<file path="src/rtl/util_wdt_pkg.sv">
// util_wdt_pkg: shared definitions for the heartbeat watchdog supervisor.
//   STATE_W / RETRY_W : widths of the status fields exposed to the CSR block
//   wdt_state_e       : supervisor state encoding (mirrored on o_fsm_state)
package util_wdt_pkg;

  localparam int unsigned STATE_W = 3;
  localparam int unsigned RETRY_W = 4;
  localparam int unsigned PRESET_W = 32;

  typedef enum logic [STATE_W-1:0] {
    ST_IDLE    = 3'd0,
    ST_ARM     = 3'd1,
    ST_RUN     = 3'd2,
    ST_RECOVER = 3'd3,
    ST_FAULT   = 3'd4
  } wdt_state_e;

endpackage

</file>
<file path="src/rtl/util_tick_gen.sv">
// util_tick_gen: free-running prescaler producing a one-cycle tick every PRESCALE clocks.
//   clk, rstn  : clock, synchronous active-low reset
//   i_en       : count enable; low clears the prescaler
//   i_clr      : synchronous clear, dominates i_en
//   o_tick_c   : high on the cycle the prescaler holds PRESCALE-1 (combinational from the count)
module util_tick_gen #(
  parameter int unsigned PRESCALE = 100
) (
  input  logic clk,
  input  logic rstn,
  input  logic i_en,
  input  logic i_clr,
  output logic o_tick_c
);

  localparam int unsigned CNT_W = (PRESCALE > 1) ? $clog2(PRESCALE) : 1;
  localparam logic [CNT_W-1:0] LAST = CNT_W'(PRESCALE - 1);

  logic [CNT_W-1:0] r_cnt;
  logic             w_active;

  assign w_active = i_en & ~i_clr;

  // Prescaler: 0..PRESCALE-1, wrap on the tick cycle
  always_ff @(posedge clk) begin
    if (!rstn || !w_active) begin
      r_cnt <= '0;
    end else if (r_cnt == LAST) begin
      r_cnt <= '0;
    end else begin
      r_cnt <= r_cnt + CNT_W'(1);
    end
  end

  assign o_tick_c = w_active && (r_cnt == LAST);

endmodule

</file>
<file path="src/rtl/util_wdt_supervisor.sv">
// util_wdt_supervisor: heartbeat watchdog with automatic target reset and bounded retries.
//   clk, rstn         : clock, synchronous active-low reset
//   i_en              : supervisor enable; low forces IDLE and clears all status
//   i_preset[31:0]    : timeout in ticks, sampled on every counter load
//   i_heartbeat       : single-cycle alive pulse from the target
//   i_ack_fault       : single-cycle software acknowledge of a latched fault
//   o_target_rst      : active-high reset request to the target
//   o_timeout_pulse   : one-cycle strobe per detected expiry
//   o_fault           : high while in FAULT
//   o_fsm_state[2:0]  : current state encoding
//   o_retry_cnt[3:0]  : recoveries since the last good heartbeat
module util_wdt_supervisor
  import util_wdt_pkg::*;
#(
  parameter int unsigned PRESCALE  = 100,
  parameter int unsigned RETRY_MAX = 3,
  parameter int unsigned RST_LEN   = 16
) (
  input  logic                clk,
  input  logic                rstn,
  input  logic                i_en,
  input  logic [PRESET_W-1:0] i_preset,
  input  logic                i_heartbeat,
  input  logic                i_ack_fault,
  output logic                o_target_rst,
  output logic                o_timeout_pulse,
  output logic                o_fault,
  output logic [STATE_W-1:0]  o_fsm_state,
  output logic [RETRY_W-1:0]  o_retry_cnt
);

  // Pulse counter holds cycles remaining after the current one, so it only needs RST_LEN-1
  localparam int unsigned RST_W = (RST_LEN > 1) ? $clog2(RST_LEN) : 1;
  localparam logic [RST_W-1:0]   RST_LAST  = RST_W'(RST_LEN - 1);
  localparam logic [RETRY_W-1:0] RETRY_LIM = RETRY_W'(RETRY_MAX);

  wdt_state_e          r_state;
  logic [PRESET_W-1:0] r_cnt;
  logic [RST_W-1:0]    r_rst_cnt;
  logic [RETRY_W-1:0]  r_retry;
  logic                r_target_rst;
  logic                r_timeout_pulse;
  logic                r_fault;

  logic                w_tick_en;
  logic                w_tick;

  // Prescaler only runs while timing (ARM/RUN); it restarts from 0 on every re-arm
  assign w_tick_en = i_en && ((r_state == ST_ARM) || (r_state == ST_RUN));

  util_tick_gen #(
    .PRESCALE (PRESCALE)
  ) u_tick_gen (
    .clk      (clk),
    .rstn     (rstn),
    .i_en     (w_tick_en),
    .i_clr    (~w_tick_en),
    .o_tick_c (w_tick)
  );

  // Supervisor FSM, timeout down-counter and recovery pulse counter
  always_ff @(posedge clk) begin
    if (!rstn || !i_en) begin
      r_state         <= ST_IDLE;
      r_cnt           <= '0;
      r_rst_cnt       <= '0;
      r_retry         <= '0;
      r_target_rst    <= 1'b0;
      r_timeout_pulse <= 1'b0;
      r_fault         <= 1'b0;
    end else begin
      r_timeout_pulse <= 1'b0;
      case (r_state)
        ST_IDLE: begin
          r_state <= ST_ARM;
        end
        ST_ARM: begin
          if (i_heartbeat) begin
            r_state <= ST_RUN;
            r_cnt   <= i_preset;
          end
        end
        ST_RUN: begin
          // Heartbeat wins over a same-cycle tick
          if (i_heartbeat) begin
            r_cnt   <= i_preset;
            r_retry <= '0;
          end else if (w_tick) begin
            if (r_cnt != '0) begin
              r_cnt <= r_cnt - PRESET_W'(1);
            end else begin
              r_timeout_pulse <= 1'b1;
              r_target_rst    <= 1'b1;
              if (r_retry < RETRY_LIM) begin
                r_state   <= ST_RECOVER;
                r_retry   <= r_retry + RETRY_W'(1);
                r_rst_cnt <= RST_LAST;
              end else begin
                r_state <= ST_FAULT;
                r_fault <= 1'b1;
              end
            end
          end
        end
        ST_RECOVER: begin
          if (r_rst_cnt == '0) begin
            r_state      <= ST_ARM;
            r_target_rst <= 1'b0;
          end else begin
            r_rst_cnt <= r_rst_cnt - RST_W'(1);
          end
        end
        ST_FAULT: begin
          if (i_ack_fault) begin
            r_state      <= ST_ARM;
            r_fault      <= 1'b0;
            r_target_rst <= 1'b0;
            r_retry      <= '0;
          end
        end
        default: begin
          r_state <= ST_IDLE;
        end
      endcase
    end
  end

  assign o_target_rst    = r_target_rst;
  assign o_timeout_pulse = r_timeout_pulse;
  assign o_fault         = r_fault;
  assign o_fsm_state     = r_state;
  assign o_retry_cnt     = r_retry;

endmodule

</file>
<file path="config.mk">
export PLATFORM = sky130hd
export DESIGN_NAME = util_wdt_supervisor
export DESIGN_NICKNAME = d
export VERILOG_FILES = /design/src/rtl/util_wdt_pkg.sv /design/src/rtl/util_tick_gen.sv /design/src/rtl/util_wdt_supervisor.sv
export SDC_FILE = /design/constraint.sdc
export NUM_CORES = 1
export LEC_CHECK = 0
export CORE_MARGIN = 2
export CORE_UTILIZATION = 55
export CTS_BUF_LIST = sky130_fd_sc_hd__clkbuf_8
export DETAILED_ROUTE_END_ITERATION = 16
export DONT_BUFFER_PORTS = 1
export GPL_ROUTABILITY_DRIVEN = 0
export MAX_ROUTING_LAYER = met4
export PLACE_DENSITY = 0.74
export SYNTH_ARGS = -nofsm -noshare
export SYNTH_HDL_FRONTEND = slang
export SYNTH_SLANG_ARGS = --single-unit
export TNS_END_PERCENT = 20
</file>
<file path="constraint.sdc">
create_clock -name clk -period 5.6 [get_ports clk]
set_clock_uncertainty 0.1 [all_clocks]
set_input_delay 1.12 -clock clk [delete_from_list [all_inputs] [get_ports clk]]
set_output_delay 1.12 -clock clk [all_outputs]
set_load 0.005 [all_outputs]
</file>
==> metrics.md, run 1 <==
| Metric | Value |
|---|---|
| CP max stage delay | `0.75 ns` |
| Post-CTS resize count | `0` |
| Maximum vdd drop | `0.153 mV` |
| Die X | `82.7 µm` |
| Largest net degree at the start of global routing | `68` |
| Fin. Hold Viols | `0` |
| # rows | `28` |
| Synth warnings | `0` |
| Pre-CTS WS | `1.71 ns` |
| Setup bufs post-CTS | `0` |
| Boundary Pins | `47` |
| WL/cell | `19.9 µm` |
| Number of buffers created by CTS | `5` |
| Via density | `7.20` |
| Cell Pwr Density | `220 nW/µm²` |
| Synth Net Count | `467` |
| Clock sink total | `53` |
| Worst path arrival time | `3.71 ns` |
| Mean Syn Cell Area | `8.00 µm²` |
| Seq/Total Area, Yosys | `0.311` |
| Final WS setup | `1.99 ns` |
| Die area | `6840 µm²` |
| Routed WL | `9.57 mm` |
| Fmax | `0.277 GHz` |
| Inserted Diodes | `0` |
| Crit start category | `input port` |
| Async SR Flop Fraction | `0` |
| Post-detailed-route count of antenna-violating nets | `0` |
| CTS Hold Bufs | `0` |
| Worst Tran Pin Value | `1.07 ns` |
| Outcome | `complete, no violations` |
| Worst Hold Class | `reg -> reg` |
| Syn-to-layout area delta | `3.34%` |
| Core area | `5960 µm²` |
| Share of layout cells above drive strength 1 | `0.0688` |
| Setup TNS | `0 ns` |
| First-pass DRT Iterations | `5` |
| H-tree Lvls | `2` |
| Total GRT Usage | `0.297` |
| Vias | `3,470` |
| CP Cell Sequence | `or4b_2 > buf_4 > nor3_1 > and3_1 > nor2_1 > a221oi_1` |
| Port bufs | `0` |
| Cell count after synthesis | `426` |
| Static Leak | `1.28 nW` |
| Max Root-Sink Buffers | `2` |
| Hpwl dp | `6.44 mm` |
| Starting density of the core | `0.572` |
| Worst setup EP type | `flip-flop` |
| Commonest register cell after synthesis | `dfxtp_1` |
| DR iter-0 viols | `395` |
| CP required | `5.70 ns` |
| Tmin final | `3.61 ns` |
| Relative slew slack | `0.283` |
| EDFF count, synth | `0` |
| Reg2Reg Setup Slack | `2.08 ns` |
| # DRC | `0` |
| Initial antenna violation count | `0` |
| Vias in the first global route | `3,116` |
| Most frequent cells in the layout | `dfxtp_1, nor2_1, nand2_1, a21oi_1, nand3_1` |
| CTS tree | `yes` |
| Fin crit share | `0.644` |
| # nets final | `447` |
| Post-Syn Area | `3410 µm²` |
| Crit path kind | `in -> reg` |
| Gr ovfl total | `0` |
| Clock Latency Late Sink | `0.32 ns` |
| Root Buffer | `clkbuf_8` |
| Final setup fails | `0` |
| Die Ht | `82.7 µm` |
| Post-synth cell types | `66` |
| Slew Viols, Final | `0` |
| Most common cell after layout, fill and taps aside | `dfxtp_1` |
| MaxCap Viol Count | `0` |
| Reg clk slew, reported paths | `0.10 ns` |
| RSZ-0062 raised after global routing | `no` |
| First-pass GRT wire length | `15.3 mm` |
| Yosys reg bits | `53` |
| CP Max Fanout | `67` |
| CP max stage cell | `and3_1` |
cell type report:
type / instances / area [µm²]
clock buffers: 5 / 68.8
fillers: 558 / 2430
well taps: 75 / 93.8
clock inverters: 3 / 46.3
multi-input cells: 333 / 2180
repair buffers: 5 / 37.5
flip-flops and latches: 53 / 1060
inverters: 8 / 30.0
metrics by stage:
stage          utilization  instance area [µm²]  cells  hold WS [ns]  total power [mW]
3_3_place_gp         0.572                 3410    474         0.328             0.508
4_1_cts              0.591                 3520    482         0.354             0.773
5_1_grt              0.591                 3520    482         0.389             0.802
2_1_floorplan            -                 3410    426         0.313             0.484
6_report             0.591                 3520    482         0.352             0.776
3_5_place_dp         0.572                 3410    474         0.339             0.509
final timing paths:
kind                            start                   to  cells after the start
hold reg to reg   u_tick_gen.r_cnt[0]  u_tick_gen.r_cnt[0]                      1
setup / recovery          i_heartbeat             r_cnt[0]                      6
hold / removal    u_tick_gen.r_cnt[0]  u_tick_gen.r_cnt[0]                      1
setup reg to reg       o_fsm_state[1]             r_cnt[0]                      6
metal layers:
metal	up-vias	global-route usage	wire length [µm]
met5	-	-	0
met4	0	0.0590	108
met3	15	0.0598	925
met2	187	0.490	4600
met1	1617	0.381	3940
li1	1651	-	-
critical path: cells and delay by family:
family,cells,cell delay (ns)
AO/OA/AOI/OAI,1,0.33
buffers and inverters,1,0.34
AND/OR/NAND/NOR,4,1.89
synthesized netlist by cell type (11+ instances only):
master	count	area share
dfxtp_1	53	0.31
o311ai_0	16	0.041
nand3_1	23	0.034
nand2_1	25	0.028
nor4_1	17	0.031
a21oi_1	25	0.037
nor2_1	37	0.041
o21ai_0	11	0.016
nor3_1	17	0.025
o31ai_1	17	0.037
clkbuf_1	23	0.025
flip-flops by register name, summed over array words and instances (netlist names):
| register | cells |
|---|---|
| o_fault | 1 |
| o_fsm_state | 3 |
| o_retry_cnt | 4 |
| o_target_rst | 1 |
| o_timeout_pulse | 1 |
| r_cnt | 32 |
| r_rst_cnt | 4 |
| u_tick_gen.r_cnt | 7 |
where the power goes:
group / internal (mW) / switching, mW
sequential: 0.381 / 0.00632
combinational: 0.0367 / 0.0810
clock: 0.134 / 0.138
total: 0.551 / 0.225
cell families (layout without fill, tap and decap cells):
logic type	after synthesis	in the layout	synth area share
adders and majority gates	4	4	0.0147
DFF	53	53	0.311
xor gates and xnor gates	6	6	0.0154
and+or+nand+nor	188	188	0.318
AOI/OAI and AO/OA	135	135	0.290
buffers and inverters	40	21	0.0503
(Power assumes the default switching activity.)
==> run 2, diff against run 1 <==
- PLACE_DENSITY: 0.74 -> 0.77
- clock period: 5.6 -> 2.9 ns (I/O delays scaled with it)
==> metrics.md, run 2 (synthesis results as in run 1) <==
| Metric | Value |
|---|---|
| R2R depth | `7 (+1)` |
| Die X | `82.7 µm (unchanged)` |
| DR iter-0 viols | `508 (+29%)` |
| Initial antenna violation count | `0 (unchanged)` |
| Total GRT Usage | `0.317 (+0.0200)` |
| Tmin final | `2.76 ns` |
| Outcome | `complete, no violations` |
| Routed WL | `10.1 mm (+5.8%)` |
| Clock sink total | `53 (unchanged)` |
| Final Cell Area | `3710 µm² (+5.3%)` |
| Worst hold endpoint | `u_tick_gen.r_cnt[0]` |
| # rows | `28 (unchanged)` |
| Reg2reg start | `r_cnt[0]` |
| Hpwl dp | `7.06 mm (+9.6%)` |
| Root Buffer | `clkbuf_8` |
| Reg clk slew, reported paths | `0.11 ns (about the same)` |
| Post-detailed-route count of antenna-violating nets | `0 (unchanged)` |
| CP max stage delay | `0.61 ns (-0.14 ns)` |
| Most frequent cells in the layout | `dfxtp_1, nor2_1, nand2_1, a21oi_1, buf_4` |
| Core area | `5960 µm² (unchanged)` |
| MaxCap Viol Count | `0 (unchanged)` |
| Syn-to-layout area delta | `8.85%` |
| Startpoint of the worst hold path | `u_tick_gen.r_cnt[0]` |
| Worst setup EP type | `flip-flop` |
| Placed Area | `3570 µm² (+4.8%)` |
| Reg2Reg Setup Slack | `0.14 ns (-1.94 ns)` |
| Die Ht | `82.7 µm (unchanged)` |
| Slew Viols, Final | `0 (unchanged)` |
| Placed Cells | `494 (+4.2%)` |
| Final WS setup | `0.138 ns (-1.86 ns)` |
| Cell Pwr Density | `433 nW/µm² (+96%)` |
| Worst Tran Pin Value | `0.756 ns (-0.317 ns)` |
| P_int | `1.17 mW (+110%)` |
| Boundary Pins | `47 (unchanged)` |
| Max Root-Sink Buffers | `2 (unchanged)` |
| RSZ-0062 raised after global routing | `no` |
| Port bufs | `0 (unchanged)` |
| Crit path kind | `reg -> reg` |
| CTS Hold Bufs | `0 (unchanged)` |
| H-tree Lvls | `2 (unchanged)` |
| Vias | `3,643 (+5.0%)` |
| P_sw | `0.438 mW (+95%)` |
| Gr ovfl total | `0 (unchanged)` |
| Fin. Hold Viols | `0 (unchanged)` |
| Switching Share | `0.273 (-0.0171)` |
| First-pass DRT Iterations | `5 (unchanged)` |
| WHS Path Cells | `1 (unchanged)` |
| Die area | `6840 µm² (unchanged)` |
| CTS tree | `yes` |
| Fmax | `0.362 GHz` |
| Crit start category | `flip-flop` |
| Number of buffers created by CTS | `5 (unchanged)` |
| First-pass GRT wire length | `16.3 mm (+6.5%)` |
| Maximum vdd drop | `0.264 mV (+73%)` |
| Inserted Diodes | `0 (unchanged)` |
| Vias in the first global route | `3,453 (+11%)` |
| Clock Latency Late Sink | `0.32 ns (about the same)` |
| CP required | `3.03 ns (-2.67 ns)` |
| Most common cell after layout, fill and taps aside | `dfxtp_1` |
| Clock share of power | `0.380 (+0.030)` |
| Worst hold slack | `0.347 ns (-0.00488 ns)` |
| CP Cell Sequence | `inv_1 > ha_1 > or4b_1 > nor4_4 > and3_1 > o21ai_1 > a32o_1` |
| Worst path arrival time | `2.89 ns (-0.82 ns)` |
| Largest net degree at the start of global routing | `67 (-1.5%)` |
| Starting density of the core | `0.572 (unchanged)` |
| Fin crit share | `0.952` |
| Max FFs per register | `32 (unchanged)` |
| Register name with the most flops | `r_cnt` |
| # nets final | `467 (+4.5%)` |
| Via density | `7.26 (+0.80%)` |
| Final setup fails | `0 (unchanged)` |
| Static Leak | `1.40 nW (+9.2%)` |
| Pre-CTS WS | `0.228 ns (-1.48 ns)` |
| Flop pwr share | `0.465 (-0.034)` |
| Setup TNS | `0 ns (unchanged)` |
| Worst Hold Class | `reg -> reg` |
| Share of layout cells above drive strength 1 | `0.115 (+0.0460)` |
| Regs by FF count | `r_cnt x32, u_tick_gen.r_cnt x7` |
| # DRC | `0 (unchanged)` |
| # fillers | `538 (-3.6%)` |
| Reg-to-reg critical path endpoint | `r_cnt[11]` |
| Cell Count, Final, Fillers Out | `502 (+4.1%)` |
| Logic pwr share | `0.155 (+0.003)` |
| CP Max Fanout | `13 (-81%)` |
| CP max stage cell | `or4b_1` |
| WL/cell | `20.2 µm (+1.6%)` |
| Relative slew slack | `0.489 (+0.206)` |
run 2: changes by cell type in the layout (fill, tap and decap cells not counted):
cell,delta
buf_4,+19
buf_12,+1
bufinv_16,+1
clkinv_2,+1
clkinv_4,-1
clkinvlp_4,-1
nor4bb_1,-1
nor4bb_2,+1
run 2: cell type report:
| type | count | area [µm²] | area share |
|---|---|---|---|
| Timing Repair Buffer | 25 | 200 | 0.0540 |
| Clock buffer | 5 | 68.8 | 0.0185 |
| Tap cell | 75 | 93.8 | 0.0253 |
| Inverter | 8 | 30.0 | 0.00809 |
| Multi-Input combinational cell | 333 | 2190 | 0.591 |
| Clock inverter | 3 | 65.1 | 0.0175 |
| Sequential cell | 53 | 1060 | 0.286 |
run 2: timing repair:
action                                 4_1_cts  5_1_grt
setup endpoints to repair                    0        6
buffers inserted                             0        0
gates resized for setup                      0        1
endpoints found under the hold margin        0        0
run 2: metal layers:
layer | part of all wire | up-vias | wire [µm] | track usage
li1 | - | 1691 | - | -
met1 | 0.41 | 1684 | 4110 | 0.401
met2 | 0.46 | 224 | 4620 | 0.488
met3 | 0.11 | 44 | 1080 | 0.0717
met4 | 0.032 | 0 | 322 | 0.138
met5 | 0 | - | 0 | -
run 2: worst max-delay path, delay by kind of cell, from the launching register on:
family / cells / cell delay [ns]
adders and majority gates: 1 / 0.23
and+or+nand+nor: 3 / 1.51
buffers and inverters: 1 / 0.10
AOI/OAI and AO/OA: 2 / 0.40
DFF: 1 / 0.33
run 2: worst max path at each step:
stage          slack, ns  cells after the start         to     start
2_1_floorplan       0.44                      9   r_cnt[3]  r_cnt[0]
3_3_place_gp        0.32                      8  r_cnt[18]  r_cnt[0]
3_5_place_dp        0.23                      7  r_cnt[11]  r_cnt[0]
4_1_cts             0.17                      7  r_cnt[11]  r_cnt[0]
5_1_grt             0.03                      7  r_cnt[11]  r_cnt[0]
6_report            0.14                      7  r_cnt[11]  r_cnt[0]
run 2: per-stage QoR:
stage / utilization / total power [mW]
5_1_grt: 0.623 / 1.64
3_5_place_dp: 0.599 / 1.00
2_1_floorplan: - / 0.935
3_3_place_gp: 0.599 / 0.998
6_report: 0.623 / 1.61
4_1_cts: 0.622 / 1.60
run 2: power by group through the flow:
stage / sequential [mW] / clock, mW / combinational, mW
6_report: 0.747 / 0.610 / 0.249
5_1_grt: 0.748 / 0.629 / 0.266
4_1_cts: 0.746 / 0.614 / 0.241
3_5_place_dp: 0.763 / 0 / 0.240
3_3_place_gp: 0.763 / 0 / 0.236
2_1_floorplan: 0.758 / 0 / 0.177
==> run 3, diff against run 2 <==
- PLACE_DENSITY: 0.77 -> 0.74
- clock period: 2.9 -> 2.75 ns (I/O delays scaled with it)
==> metrics.md, run 3 (synthesis results as in run 1) <==
| Metric | Value |
|---|---|
| Outcome | `complete, no violations` |
| # rows | `28 (unchanged)` |
| Core area | `5960 µm² (unchanged)` |
| R2R depth | `8 (+1)` |
| Crit start category | `flip-flop` |
| Max Used Layer | `met4` |
| Fin crit share | `0.913 (-0.0394)` |
| Reg clk slew, reported paths | `0.09 ns (-0.02 ns)` |
| Syn-to-layout area delta | `8.85% (unchanged)` |
| Fmax | `0.398 GHz (+10%)` |
| Worst Hold Class | `in -> reg` |
| Most common cell after layout, fill and taps aside | `dfxtp_1` |
| Static Leak | `1.41 nW (+1.0%)` |
| Share of layout cells above drive strength 1 | `0.129 (+0.0143)` |
| # DRC | `0 (unchanged)` |
| MaxCap Viol Count | `0 (unchanged)` |
| Final setup fails | `0 (unchanged)` |
| CTS tree | `yes` |
| Maximum vdd drop | `0.328 mV (+24%)` |
| Starting density of the core | `0.572 (unchanged)` |
| Routed WL | `10.2 mm (+0.45%)` |
| Post-detailed-route count of antenna-violating nets | `0 (unchanged)` |
| CP required | `2.86 ns (-0.17 ns)` |
| Placed Area | `3610 µm² (+1.1%)` |
| Setup TNS | `0 ns (unchanged)` |
| Worst setup EP type | `flip-flop` |
| Root Buffer | `clkbuf_8` |
| Boundary Pins | `47 (unchanged)` |
| Final Cell Area | `3710 µm² (unchanged)` |
| Vias in the first global route | `3,356 (-2.8%)` |
| Cell Pwr Density | `404 nW/µm² (-6.7%)` |
| Die X | `82.7 µm (unchanged)` |
| Slew Viols, Final | `0 (unchanged)` |
| Inserted Diodes | `0 (unchanged)` |
| Number of buffers created by CTS | `5 (unchanged)` |
| First-pass DRT Iterations | `7 (+2)` |
| Met2 WL | `4.67 mm (+1.1%)` |
| First-pass GRT wire length | `16.1 mm (-1.1%)` |
| Clock Latency Late Sink | `0.31 ns (about the same)` |
| CP Max Fanout | `9 (-4)` |
| Reg2Reg Setup Slack | `0.24 ns (+0.10 ns)` |
| Met1 WL | `4.38 mm (+6.5%)` |
| Max Root-Sink Buffers | `2 (unchanged)` |
| Die Ht | `82.7 µm (unchanged)` |
| WHS Path Cells | `3 (+2)` |
| Most frequent cells in the layout | `dfxtp_1, nor2_1, buf_4` |
| WL met3 | `996 µm (-7.4%)` |
| Port bufs | `0 (unchanged)` |
| Clock sink total | `53 (unchanged)` |
| WL/cell | `20.0 µm (-0.93%)` |
| Via density | `7.14 (-1.6%)` |
| DR iter-0 viols | `458 (-9.8%)` |
| # nets final | `474 (+1.5%)` |
| Gr ovfl total | `0 (unchanged)` |
| Max FFs per register | `32 (unchanged)` |
| CTS Hold Bufs | `0 (unchanged)` |
| Crit path kind | `reg -> reg` |
| Largest net degree at the start of global routing | `47 (-30%)` |
| H-tree Lvls | `2 (unchanged)` |
| Relative slew slack | `0.467 (-0.0220)` |
| Worst path arrival time | `2.62 ns (-0.27 ns)` |
| Worst Tran Pin Value | `0.788 ns (+0.0325 ns)` |
| Tmin final | `2.51 ns (-0.251 ns)` |
| Die area | `6840 µm² (unchanged)` |
| RSZ-0062 raised after global routing | `no` |
| Register name with the most flops | `r_cnt` |
| Total GRT Usage | `0.311 (-0.00614)` |
| Regs by FF count | `r_cnt x32, u_tick_gen.r_cnt x7` |
| Hpwl dp | `7.18 mm (+1.8%)` |
| Vias | `3,636 (-0.19%)` |
| Fin. Hold Viols | `0 (unchanged)` |
| Initial antenna violation count | `0 (unchanged)` |
[run 3: cell types whose count changed in the layout (fill, tap and decap cells not counted), moves of 2 or more]
cell       change
buf_4          +8
inv_1          +3
bufinv_16      -2
nor3_1         -2
nor3_2         +2
[run 3: stage by stage]
step           setup WS (ns)  hold WS [ns]  instances  total power, mW   util
2_1_floorplan          0.292         0.313        426            0.986      -
3_3_place_gp           0.202         0.327        501             1.07  0.606
3_5_place_dp           0.152         0.337        501             1.08  0.606
4_1_cts                0.141         0.322        509             1.49  0.620
5_1_grt                0.124         0.348        509             1.55  0.623
6_report               0.239         0.325        509             1.50  0.623
[run 3: final cells by class]
cell class / instances / area, µm²
Clock inverter: 3 / 11.3
Fill cell: 513 / 2250
Clock buffer: 5 / 68.8
Tap cell: 75 / 93.8
Sequential cell: 53 / 1060
Inverter: 8 / 30.0
Multi-Input combinational cell: 333 / 2200
Timing Repair Buffer: 32 / 240
[run 3: timing repair]
item | 4_1_cts | 5_1_grt
endpoints found under the setup margin | 0 | 6
resized for setup | 0 | 4
setup buffers | 0 | 0
[run 3: per-layer routing]
layer | track usage | up-vias
li1 | - | 1708
met4 | 0.0902 | 0
met5 | - | -
met2 | 0.475 | 228
met1 | 0.405 | 1677
met3 | 0.0837 | 23
[run 3: power breakdown]
group	total (mW)	switching [mW]	internal, mW
Clock	0.425	0.254	0.171
Sequential	0.784	0.00860	0.775
Combinational	0.288	0.180	0.109
Total	1.50	0.443	1.05
[run 3: final timing paths]
| path | start | to |
|---|---|---|
| setup reg to reg | r_cnt[0] | r_cnt[24] |
| hold reg to reg | u_tick_gen.r_cnt[0] | u_tick_gen.r_cnt[0] |
| setup / recovery | r_cnt[0] | r_cnt[24] |
| hold / removal | i_ack_fault | o_fault |
[run 3: critical path, stage by stage, from the launching register on]
cell	delay, ns
dfxtp_1	0.33
inv_1	0.09
ha_1	0.21
or4b_4	0.58
nor4_4	0.33
buf_4	0.20
nand3_1	0.09
o31a_1	0.24
o31ai_1	0.24
